[src/rtl/ov7670_capture_if.sv]
// Camera pixel bus in, frame-buffer write port out, for ov7670_capture.
interface ov7670_capture_if #(
    parameter int unsigned C_ADDR_W = 15
);
    logic                rgbmode;
    logic                cam_pclk;
    logic                cam_vsync;
    logic                cam_href;
    logic [7:0]          cam_data;
    logic                fb_we;
    logic [C_ADDR_W-1:0] fb_addr;
    logic [11:0]         fb_data;
    logic                frame_done;

    // Environment side: drives the camera, observes the frame buffer port.
    modport master (
        output rgbmode, cam_pclk, cam_vsync, cam_href, cam_data,
        input  fb_we, fb_addr, fb_data, frame_done
    );

    // Capture block side.
    modport slave (
        input  rgbmode, cam_pclk, cam_vsync, cam_href, cam_data,
        output fb_we, fb_addr, fb_data, frame_done
    );
endinterface

[src/rtl/ov7670_capture.sv]
// OV7670 capture: syncs the camera bus into clk, pairs bytes into pixels,
// decimates both axes and writes 12-bit pixels into the frame buffer.
module ov7670_capture #(
    parameter int unsigned C_IMG_COLS = 640,
    parameter int unsigned C_IMG_ROWS = 480,
    parameter int unsigned C_DS_SHIFT = 2,
    parameter int unsigned C_ADDR_W   = 15
) (
    input  logic             clk,
    input  logic             rst_n,
    ov7670_capture_if.slave  bus_io
);
    localparam int unsigned COL_W    = $clog2(C_IMG_COLS + 1) + 1;
    localparam int unsigned ROW_W    = $clog2(C_IMG_ROWS + 1) + 1;
    localparam int unsigned AW       = C_ADDR_W + 1;
    localparam int unsigned DS_MASK  = (1 << C_DS_SHIFT) - 1;
    localparam int unsigned ADDR_MAX = (C_IMG_COLS >> C_DS_SHIFT) * (C_IMG_ROWS >> C_DS_SHIFT) - 1;

    typedef enum logic [1:0] {S_WAIT_VS, S_VS, S_FRAME} state_t;

    logic       pclk_s1_q, pclk_s2_q, pclk_s3_q;
    logic       vsync_s1_q, vsync_s2_q;
    logic       href_s1_q, href_s2_q, href_s3_q;
    logic [7:0] data_s1_q, data_s2_q;

    state_t              state_q, state_d;
    logic [COL_W-1:0]    col_q, col_d;
    logic [ROW_W-1:0]    row_q, row_d;
    logic [AW-1:0]       addr_q, addr_d;
    logic                byte_sel_q, byte_sel_d;
    logic [6:0]          byte0_q, byte0_d;      // {b0[7:4], b0[2:0]}
    logic                line_has_byte_q, line_has_byte_d;
    logic                mode_q, mode_d;
    logic                fb_we_q, fb_we_d;
    logic [C_ADDR_W-1:0] fb_addr_q, fb_addr_d;
    logic [11:0]         fb_data_q, fb_data_d;
    logic                frame_done_q, frame_done_d;

    logic        pclk_rise_c, href_rise_c, href_fall_c, wr_ok_c;
    logic [11:0] pix_c;

    // Two-stage synchronisers, plus a third stage on pclk/href for edges.
    always_ff @(posedge clk or negedge rst_n) begin
        if (!rst_n) begin
            pclk_s1_q  <= 1'b0;
            pclk_s2_q  <= 1'b0;
            pclk_s3_q  <= 1'b0;
            vsync_s1_q <= 1'b0;
            vsync_s2_q <= 1'b0;
            href_s1_q  <= 1'b0;
            href_s2_q  <= 1'b0;
            href_s3_q  <= 1'b0;
            data_s1_q  <= 8'h00;
            data_s2_q  <= 8'h00;
        end else begin
            pclk_s1_q  <= bus_io.cam_pclk;
            pclk_s2_q  <= pclk_s1_q;
            pclk_s3_q  <= pclk_s2_q;
            vsync_s1_q <= bus_io.cam_vsync;
            vsync_s2_q <= vsync_s1_q;
            href_s1_q  <= bus_io.cam_href;
            href_s2_q  <= href_s1_q;
            href_s3_q  <= href_s2_q;
            data_s1_q  <= bus_io.cam_data;
            data_s2_q  <= data_s1_q;
        end
    end

    assign pclk_rise_c = pclk_s2_q & ~pclk_s3_q;
    assign href_rise_c = href_s2_q & ~href_s3_q;
    assign href_fall_c = ~href_s2_q & href_s3_q;

    // Keep 1 of every 2^C_DS_SHIFT pixels/lines, inside the image, below the buffer end.
    assign wr_ok_c = ((col_q & COL_W'(DS_MASK)) == '0) &&
                     ((row_q & ROW_W'(DS_MASK)) == '0) &&
                     (col_q < COL_W'(C_IMG_COLS)) &&
                     (row_q < ROW_W'(C_IMG_ROWS)) &&
                     (addr_q <= AW'(ADDR_MAX));

    // RGB565 truncated to RGB444, or Y replicated to gray.
    assign pix_c = mode_q ? {byte0_q[6:3], byte0_q[2:0], data_s2_q[7], data_s2_q[4:1]}
                          : {byte0_q[6:3], byte0_q[6:3], byte0_q[6:3]};

    // Frame FSM, byte pairing, counters and write generation.
    always_comb begin
        state_d         = state_q;
        col_d           = col_q;
        row_d           = row_q;
        addr_d          = addr_q;
        byte_sel_d      = byte_sel_q;
        byte0_d         = byte0_q;
        line_has_byte_d = line_has_byte_q;
        mode_d          = mode_q;
        fb_we_d         = 1'b0;
        fb_addr_d       = fb_addr_q;
        fb_data_d       = fb_data_q;
        frame_done_d    = 1'b0;

        case (state_q)
            S_WAIT_VS: begin
                if (vsync_s2_q) state_d = S_VS;
            end
            S_VS: begin
                if (!vsync_s2_q) begin
                    state_d         = S_FRAME;
                    col_d           = '0;
                    row_d           = '0;
                    addr_d          = '0;
                    byte_sel_d      = 1'b0;
                    line_has_byte_d = 1'b0;
                    mode_d          = bus_io.rgbmode;
                end
            end
            S_FRAME: begin
                if (vsync_s2_q) begin
                    state_d      = S_VS;
                    frame_done_d = 1'b1;
                end else if (href_fall_c) begin
                    col_d           = '0;
                    byte_sel_d      = 1'b0;
                    line_has_byte_d = 1'b0;
                    if (line_has_byte_q && (row_q != '1)) row_d = row_q + ROW_W'(1);
                end else if (pclk_rise_c && href_s2_q) begin
                    line_has_byte_d = 1'b1;
                    if (byte_sel_q && !href_rise_c) begin
                        byte_sel_d = 1'b0;
                        if (col_q != '1) col_d = col_q + COL_W'(1);
                        if (wr_ok_c) begin
                            fb_we_d   = 1'b1;
                            fb_addr_d = addr_q[C_ADDR_W-1:0];
                            fb_data_d = pix_c;
                            addr_d    = addr_q + AW'(1);
                        end
                    end else begin
                        byte0_d    = {data_s2_q[7:4], data_s2_q[2:0]};
                        byte_sel_d = 1'b1;
                    end
                end else if (href_rise_c) begin
                    byte_sel_d = 1'b0;
                end
            end
            default: state_d = S_WAIT_VS;
        endcase
    end

    // State and output registers.
    always_ff @(posedge clk or negedge rst_n) begin
        if (!rst_n) begin
            state_q         <= S_WAIT_VS;
            col_q           <= '0;
            row_q           <= '0;
            addr_q          <= '0;
            byte_sel_q      <= 1'b0;
            byte0_q         <= '0;
            line_has_byte_q <= 1'b0;
            mode_q          <= 1'b0;
            fb_we_q         <= 1'b0;
            fb_addr_q       <= '0;
            fb_data_q       <= '0;
            frame_done_q    <= 1'b0;
        end else begin
            state_q         <= state_d;
            col_q           <= col_d;
            row_q           <= row_d;
            addr_q          <= addr_d;
            byte_sel_q      <= byte_sel_d;
            byte0_q         <= byte0_d;
            line_has_byte_q <= line_has_byte_d;
            mode_q          <= mode_d;
            fb_we_q         <= fb_we_d;
            fb_addr_q       <= fb_addr_d;
            fb_data_q       <= fb_data_d;
            frame_done_q    <= frame_done_d;
        end
    end

    assign bus_io.fb_we      = fb_we_q;
    assign bus_io.fb_addr    = fb_addr_q;
    assign bus_io.fb_data    = fb_data_q;
    assign bus_io.frame_done = frame_done_q;
endmodule

[src/flat_wrapper.sv]
// flat-port wrapper written by rule: the top's interface ports become plain ports
module ov7670_capture_flat 
#(
    parameter int unsigned C_IMG_COLS = 640,
    parameter int unsigned C_IMG_ROWS = 480,
    parameter int unsigned C_DS_SHIFT = 2,
    parameter int unsigned C_ADDR_W   = 15
)
  (clk, rst_n, bus_io_rgbmode, bus_io_cam_pclk, bus_io_cam_vsync, bus_io_cam_href, bus_io_cam_data, bus_io_fb_we, bus_io_fb_addr, bus_io_fb_data, bus_io_frame_done);
  ov7670_capture_if #(.C_ADDR_W(C_ADDR_W)) bus_io_i ();
  input  logic clk;
  input  logic rst_n;
  input wire logic [$bits(bus_io_i.rgbmode)-1:0] bus_io_rgbmode;
  input wire logic [$bits(bus_io_i.cam_pclk)-1:0] bus_io_cam_pclk;
  input wire logic [$bits(bus_io_i.cam_vsync)-1:0] bus_io_cam_vsync;
  input wire logic [$bits(bus_io_i.cam_href)-1:0] bus_io_cam_href;
  input wire logic [$bits(bus_io_i.cam_data)-1:0] bus_io_cam_data;
  output wire logic [$bits(bus_io_i.fb_we)-1:0] bus_io_fb_we;
  output wire logic [$bits(bus_io_i.fb_addr)-1:0] bus_io_fb_addr;
  output wire logic [$bits(bus_io_i.fb_data)-1:0] bus_io_fb_data;
  output wire logic [$bits(bus_io_i.frame_done)-1:0] bus_io_frame_done;
  assign bus_io_i.rgbmode = bus_io_rgbmode;
  assign bus_io_i.cam_pclk = bus_io_cam_pclk;
  assign bus_io_i.cam_vsync = bus_io_cam_vsync;
  assign bus_io_i.cam_href = bus_io_cam_href;
  assign bus_io_i.cam_data = bus_io_cam_data;
  assign bus_io_fb_we = bus_io_i.fb_we;
  assign bus_io_fb_addr = bus_io_i.fb_addr;
  assign bus_io_fb_data = bus_io_i.fb_data;
  assign bus_io_frame_done = bus_io_i.frame_done;
  ov7670_capture #(.C_IMG_COLS(C_IMG_COLS), .C_IMG_ROWS(C_IMG_ROWS), .C_DS_SHIFT(C_DS_SHIFT), .C_ADDR_W(C_ADDR_W)) u_core (.clk(clk), .rst_n(rst_n), .bus_io(bus_io_i));
endmodule
[config.mk]
export PLATFORM = sky130hd
export DESIGN_NAME = ov7670_capture_flat
export DESIGN_NICKNAME = d
export VERILOG_FILES = /design/src/rtl/ov7670_capture_if.sv /design/src/rtl/ov7670_capture.sv /design/src/flat_wrapper.sv
export SDC_FILE = /design/constraint.sdc
export NUM_CORES = 1
export LEC_CHECK = 0
export ABC_AREA = 1
export CAP_MARGIN = 20
export CORE_MARGIN = 1
export CORE_UTILIZATION = 40
export CTS_CLUSTER_SIZE = 10
export DETAILED_ROUTE_END_ITERATION = 7
export DONT_BUFFER_PORTS = 1
export PLACE_DENSITY = 0.55
export SYNTH_ARGS = -nofsm -noshare
export SYNTH_HDL_FRONTEND = slang
export SYNTH_SLANG_ARGS = --single-unit
[constraint.sdc]
create_clock -name clk -period 3.8 [get_ports clk]
set_input_delay 0.19 -clock clk [delete_from_list [all_inputs] [get_ports clk]]
set_output_delay 0.19 -clock clk [all_outputs]
set_load 0.05 [all_outputs]
After elaboration in Yosys (flattened, before gate mapping)
Cells that the tools add are included.
W data, S select, Z words.
- input port bits: 14
- logic and storage cells: 118
- bits in read-only memories: 0
- output and inout port bits: 29
- memory bits (writable): 0
- register bits after elaboration: 102
- bits in latches: 0
- memories: 0
- mux-type cells: 42
- divide/modulo/power cells: 0
- reductions and logical operators: 22
- add/sub/neg operators: 3
- equality and inequality tests: 17
- order comparisons: 3
- bitwise operators: 9
- multipliers: 0
- shift operators: 0
- operators by type and width (cell ; count):
    $mux W16 ; 6
    $mux W11 ; 6
    $mux W10 ; 4
    $pmux W16 S2 ; 1
    $pmux W11 S2 ; 1
    $pmux W10 S2 ; 1
    $mux W1 ; 17
    $add A16 B1 Y16 const B ; 1
    $le A16 B15 Y1 const B ; 1
    $ne A2 B1 Y1 const B ; 6
    $reduce_and A6 Y1 ; 2
    $add A11 B1 Y11 const B ; 1
    $logic_not A11 Y1 ; 1
    $lt A11 B10 Y1 const B ; 1
    $ne A11 B11 Y1 const B ; 1
    $add A10 B1 Y10 const B ; 1
    $logic_not A10 Y1 ; 1
    $lt A10 B9 Y1 const B ; 1
    $ne A10 B10 Y1 const B ; 1
    $reduce_and A5 Y1 ; 2
    $ne A3 B1 Y1 const B ; 3
    $mux W8 ; 1
    $reduce_and A4 Y1 ; 2
    $logic_and A1 B1 Y1 ; 7
    15 further kinds ; 27

Longest topological paths before layout
- depth after elaboration: 11
- mapped depth: 14
- gate-level depth less buffers: 12

Worst setup path before layout
Ideal clock, no wire load.
- path type: register -> register
- from: register u_core.state_q[0]
- to: register u_core.addr_q[11]
- path slack: 2.102 ns
- data arrival time: 1.582 ns
- path buffers: 3
- data required time: 3.683 ns
- library setup time: 0.117 ns
- stages on the path, launching flop included: 13
- period minus slack after synthesis: 1.698 ns
- cells stage by stage: dfrtp_1 -> inv_1 -> ha_1 -> buf_4 -> nand2_2 -> nand2_1 -> nor2_1 -> o21ai_1 -> or2_1 -> buf_2 -> buf_6 -> nand3_1 -> nand2_1
- cells in the longest elaborated chain, start to end: 3
- elaborated cells between the ends (all ways): 11
- classes of those cells: eq/ne: 8; mux: 1; reduce/logical: 2
- RTL lines (element ; line ; source):
    start: declaration ; ov7670_capture.sv:26 ; state_t state_q, state_d;
    start signal: assignment ; ov7670_capture.sv:162 ; state_q <= state_d;
    $eq A2 B2 Y1 or $eq A2 B1 Y1 (tied branches) ; ov7670_capture.sv:99 ; case (state_q)
    $ne A2 B2 Y1 (no line), or another cell as far along ; - ;
    $reduce_and A7 Y1 (no line) ; - ;
    end signal: assignment ; ov7670_capture.sv:165 ; addr_q <= addr_d;
    end: declaration ; ov7670_capture.sv:29 ; logic [AW-1:0] addr_q, addr_d;
Several ways; a longest one is shown, not always the timed one.
A chain may end at the register's enable or synchronous reset.

Worst setup path after layout
- from: register u_core.state_q[0]
- to: register u_core.fb_addr_q[6], in the netlist u_core.bus_io.fb_addr[6]
- cells in the longest elaborated chain, start to end: 2
- RTL lines (element ; line ; source):
    $eq A2 B2 Y1 ; ov7670_capture.sv:99 ;
    $reduce_and A6 Y1 (no line) ; - ;
    end signal: assignment ; ov7670_capture.sv:171 ; fb_addr_q <= fb_addr_d;
    end: declaration ; ov7670_capture.sv:35 ; logic [C_ADDR_W-1:0] fb_addr_q, fb_addr_d;
No other way between the ends.

==> key figures <==
Status
  • Status: completed

STA
  • Max Transition Viols Final: 0
  • Max-slew headroom: 0.597
  • Period utilisation layout: 0.629
  • Final hold violations: 0
  • Unrepaired setup endpoints after global routing: no
  • Layout Skew: around 0.0072 ns
  • Fmax achieved: 0.418 GHz
  • Measured slew at the worst slew-check pin: 0.604 ns
  • Fin Setup TNS: 0 ns
  • Setup Viol. Count Final: 0
  • Clock period minus worst slack: 2.39 ns

Min path
  • Hold Path Origin: u_core.data_s1_q[6]
  • Tightest Hold Check Type: flip-flop to flip-flop
  • Worst Hold End: u_core.data_s2_q[6]
  • Hold path cells: 0

Setup path
  • Crit Path Class: flip-flop to flip-flop
  • Worst path most repeated cell: nand2_1
  • CP arrival: 2.68 ns
  • Critical Path Fanout Max: 42
  • Crit path max-delay family: simple AND/OR/NAND/NOR gates
  • Startpoint Class: flip-flop
  • Worst Setup End Kind: flip-flop
  • Worst Path Required: 4.09 ns
  • Slowest cell on crit path: ha_1
  • R2R setup slack: 1.41 ns
  • Max incr delay on CP: 0.55 ns
  • Worst r2r src: u_core.state_q[0]
  • Reg-to-Reg End: u_core.bus_io.fb_addr[6]
  • Buf/Inv on CP: 3
  • FF-to-FF path depth: 10
  • CP Cell Sequence: inv_1 -> ha_1 -> inv_4 -> nor2_8 -> nand3_2 -> nor2_4 -> nand2_4 -> inv_2 -> nand2_1 -> nand2_1

Power and ir drop
  • Power Dens Cells: 501 nW/um^2
  • Power, Total: 0.00278 W
  • Clk pwr share: 0.356
  • Sequential Power Share: 0.443
  • Sw frac: 0.334
  • Internal power: 0.00185 W
  • Leakage: 2.69 nW
  • Sw Pwr: around 0.00093 W
  • Max VDD drop: 0.273 mV
  • Combinational power share: 0.201

Routing
  • Iteration-0 DRC Markers: 253
  • WL/cell: 13.0 um
  • DR vias/cell: about 4.8
  • DRT Pass-1 Iters: 4
  • Routed via count: 3853
  • Routed Antenna Nets: 0
  • Post-route DRC: 0
  • Drt total wl: 10.4 mm

Layout
  • Antenna diodes: 0
  • Area delta synth->final: 11.5%
  • Final #Nets: 652
  • Layout Utilization: 0.460
  • Layout cells sized above 1: 0.0664
  • Fin area: approximately 5500 um^2

Global route
  • Total GRT Usage: 0.177
  • GRT overflow: 0
  • Number of global-route vias before repair: 3656
  • Pin count of the biggest net entering global routing: between 100 and 150
  • Antenna violations before repair: 0
  • Global-route wire length before repair: 18.0 mm

Die
  • Io pins: between 40 and 50
  • Starting density of the core: 0.412
  • FP Rows: 40
  • Die width: 113 um
  • Core area: 12100 um^2
  • Die H: 113 um
  • Die ar.: 12900 um^2

Synth
  • Seq cells post-synth: 102
  • Mapped cell area: 4970 um^2
  • Post-Syn Instances: just over 600
  • Yosys cell types: 35
  • Yosys warns: 0
  • Net Count, Synth: 643
  • Avg Cell Area, Syn: 8.03 um^2
  • Seq/Total Area, Yosys: 0.514

Clocking
  • CTS root buffer: clkbuf_16
  • CTS H-tree lvls: 3
  • Clock Latency Late Sink: 0.35 ns
  • Clk sink count: 102
  • Postcts setup bufs: 0
  • TritonCTS clock tree: built
  • Max clock buf depth: 2
  • TritonCTS buffer count: 9
  • Clk slew on worst S/H paths: 0.08 ns
  • Cts repair resizes: 0

Place
  • RD Place Congestion: ~0.88
  • Hpwl dp: 7.23 mm
  • PortBufs: 0
  • Dpl cell area: 5060 um^2

Run
  • Maxcap violations: 0
[routing by layer]
| metal | GRT usage | vias to the layer above | share of wire |
|---|---|---|---|
| li1 | - | 1980 | - |
| met3 | 0.0383 | 15 | 0.038 |
| met5 | 0 | - | 0 |
| met4 | 0.0544 | 0 | 0.016 |
| met2 | 0.279 | 71 | 0.46 |
| met1 | 0.243 | 1787 | 0.48 |
[flip-flops by register name, summed over array words and instances (netlist names), 2 cells and up]
register               count
u_core.data_s1_q           8
u_core.bus_io.fb_data     12
u_core.col_q              11
u_core.data_s2_q           8
u_core.row_q              10
u_core.bus_io.fb_addr     15
u_core.addr_q             16
u_core.byte0_q             7
u_core.state_q             2
[cells in the final DEF (no fill, tap or decap), types with 2 or more instances in the layout]
cell / synthesis / final
a21o_1: 3 / 3
inv_6: 0 / 2
nand3_1: 58 / 58
nand2_4: 2 / 2
inv_2: 7 / 7
dfrtp_1: 102 / 102
o21ai_1: 33 / 33
nand2_2: 3 / 3
nand3_2: 2 / 2
clkbuf_16: 0 / 9
nor2_4: 3 / 3
inv_8: 0 / 3
nor3_1: 4 / 4
o21ai_0: 8 / 8
o21a_1: 2 / 2
nand4_1: 12 / 12
ha_1: 10 / 10
nor2_1: 66 / 66
a21oi_1: 20 / 20
dlygate4sd3_1: 0 / 13
nand2_1: 184 / 184
o21bai_1: 2 / 2
inv_1: 69 / 69
[area by class of cell]
type                    count  area (um^2)
fillers                  1183         6520
flip-flops and latches    102         2550
multi-input cells         423         2000
inverters                  77          292
clock buffers               9          225
well taps                 168          210
repair buffers             15          165
clock inverters             7         97.6
[worst max-delay path by stage]
stage                      startpoint                       end  slack, ns  cells after the start
floorplan           u_core.state_q[0]         u_core.addr_q[11]       2.10                     12
global placement    u_core.state_q[0]  u_core.bus_io.fb_addr[6]       1.48                     10
detailed placement  u_core.state_q[0]  u_core.bus_io.fb_addr[6]       1.39                     10
CTS                 u_core.state_q[0]  u_core.bus_io.fb_addr[6]       1.37                     10
global route        u_core.state_q[0]  u_core.bus_io.fb_addr[7]       1.14                     10
finish              u_core.state_q[0]  u_core.bus_io.fb_addr[6]       1.41                     10
[Yosys cell counts, drive strengths merged]
cell      n  area, um^2
nor2     71         308
or2       2        12.5
a21o      3        22.5
a21oi    20         100
nor3      5        30.0
inv      77         292
o22ai     1        6.26
o21bai    2        15.0
dfrtp   102        2550
nand3    60         310
o21ai    42         214
o21a      2        15.0
xor2      1        8.76
o211ai    1        7.51
clkbuf    2        7.51
ha       10         125
buf      15         118
nand2   189         732
nand3b    1        7.51
mux2      1        11.3
nand4    12        75.1
[stage by stage]
| stage | setup slack, ns | hold WS, ns | instances |
|---|---|---|---|
| finish | 1.41 | 0.350 | 801 |
| global route | 1.14 | 0.358 | 801 |
| CTS | 1.37 | 0.353 | 801 |
| detailed placement | 1.39 | -0.0989 | 771 |
| global placement | 1.48 | -0.0990 | 771 |
| floorplan | 2.10 | -0.106 | 619 |
[logic make-up (layout without fill, tap and decap cells)]
| kind of cell | after synthesis | after routing | share of synthesized area |
|---|---|---|---|
| DFF | 102 | 102 | 0.514 |
| and+or+nand+nor | 340 | 340 | 0.297 |
| buffers and inverters | 94 | 108 | 0.0838 |
| adders and majority gates | 10 | 10 | 0.0252 |
| AOI/OAI and AO/OA | 71 | 71 | 0.0765 |
| xor gates and xnor gates | 1 | 1 | 0.00176 |
| muxes | 1 | 1 | 0.00227 |
[what timing repair did]
action                                 4_1_cts  5_1_grt
endpoints found under the hold margin      114        0
setup endpoints to repair                    0        0
hold buffers                                14        0
[power by group through the flow]
stage / sequential (W) / combinational [W] / clock (W)
after floorplan: 0.00123 / 0.000475 / 0
after global placement: 0.00125 / 0.000511 / 0
after detailed placement: 0.00125 / 0.000527 / 0
after CTS: 0.00123 / 0.000565 / 0.00102
after global routing: 0.00124 / 0.000642 / 0.00106
final: 0.00123 / 0.000557 / 0.000990
No activity file was read; power rests on OpenSTA's default activity.
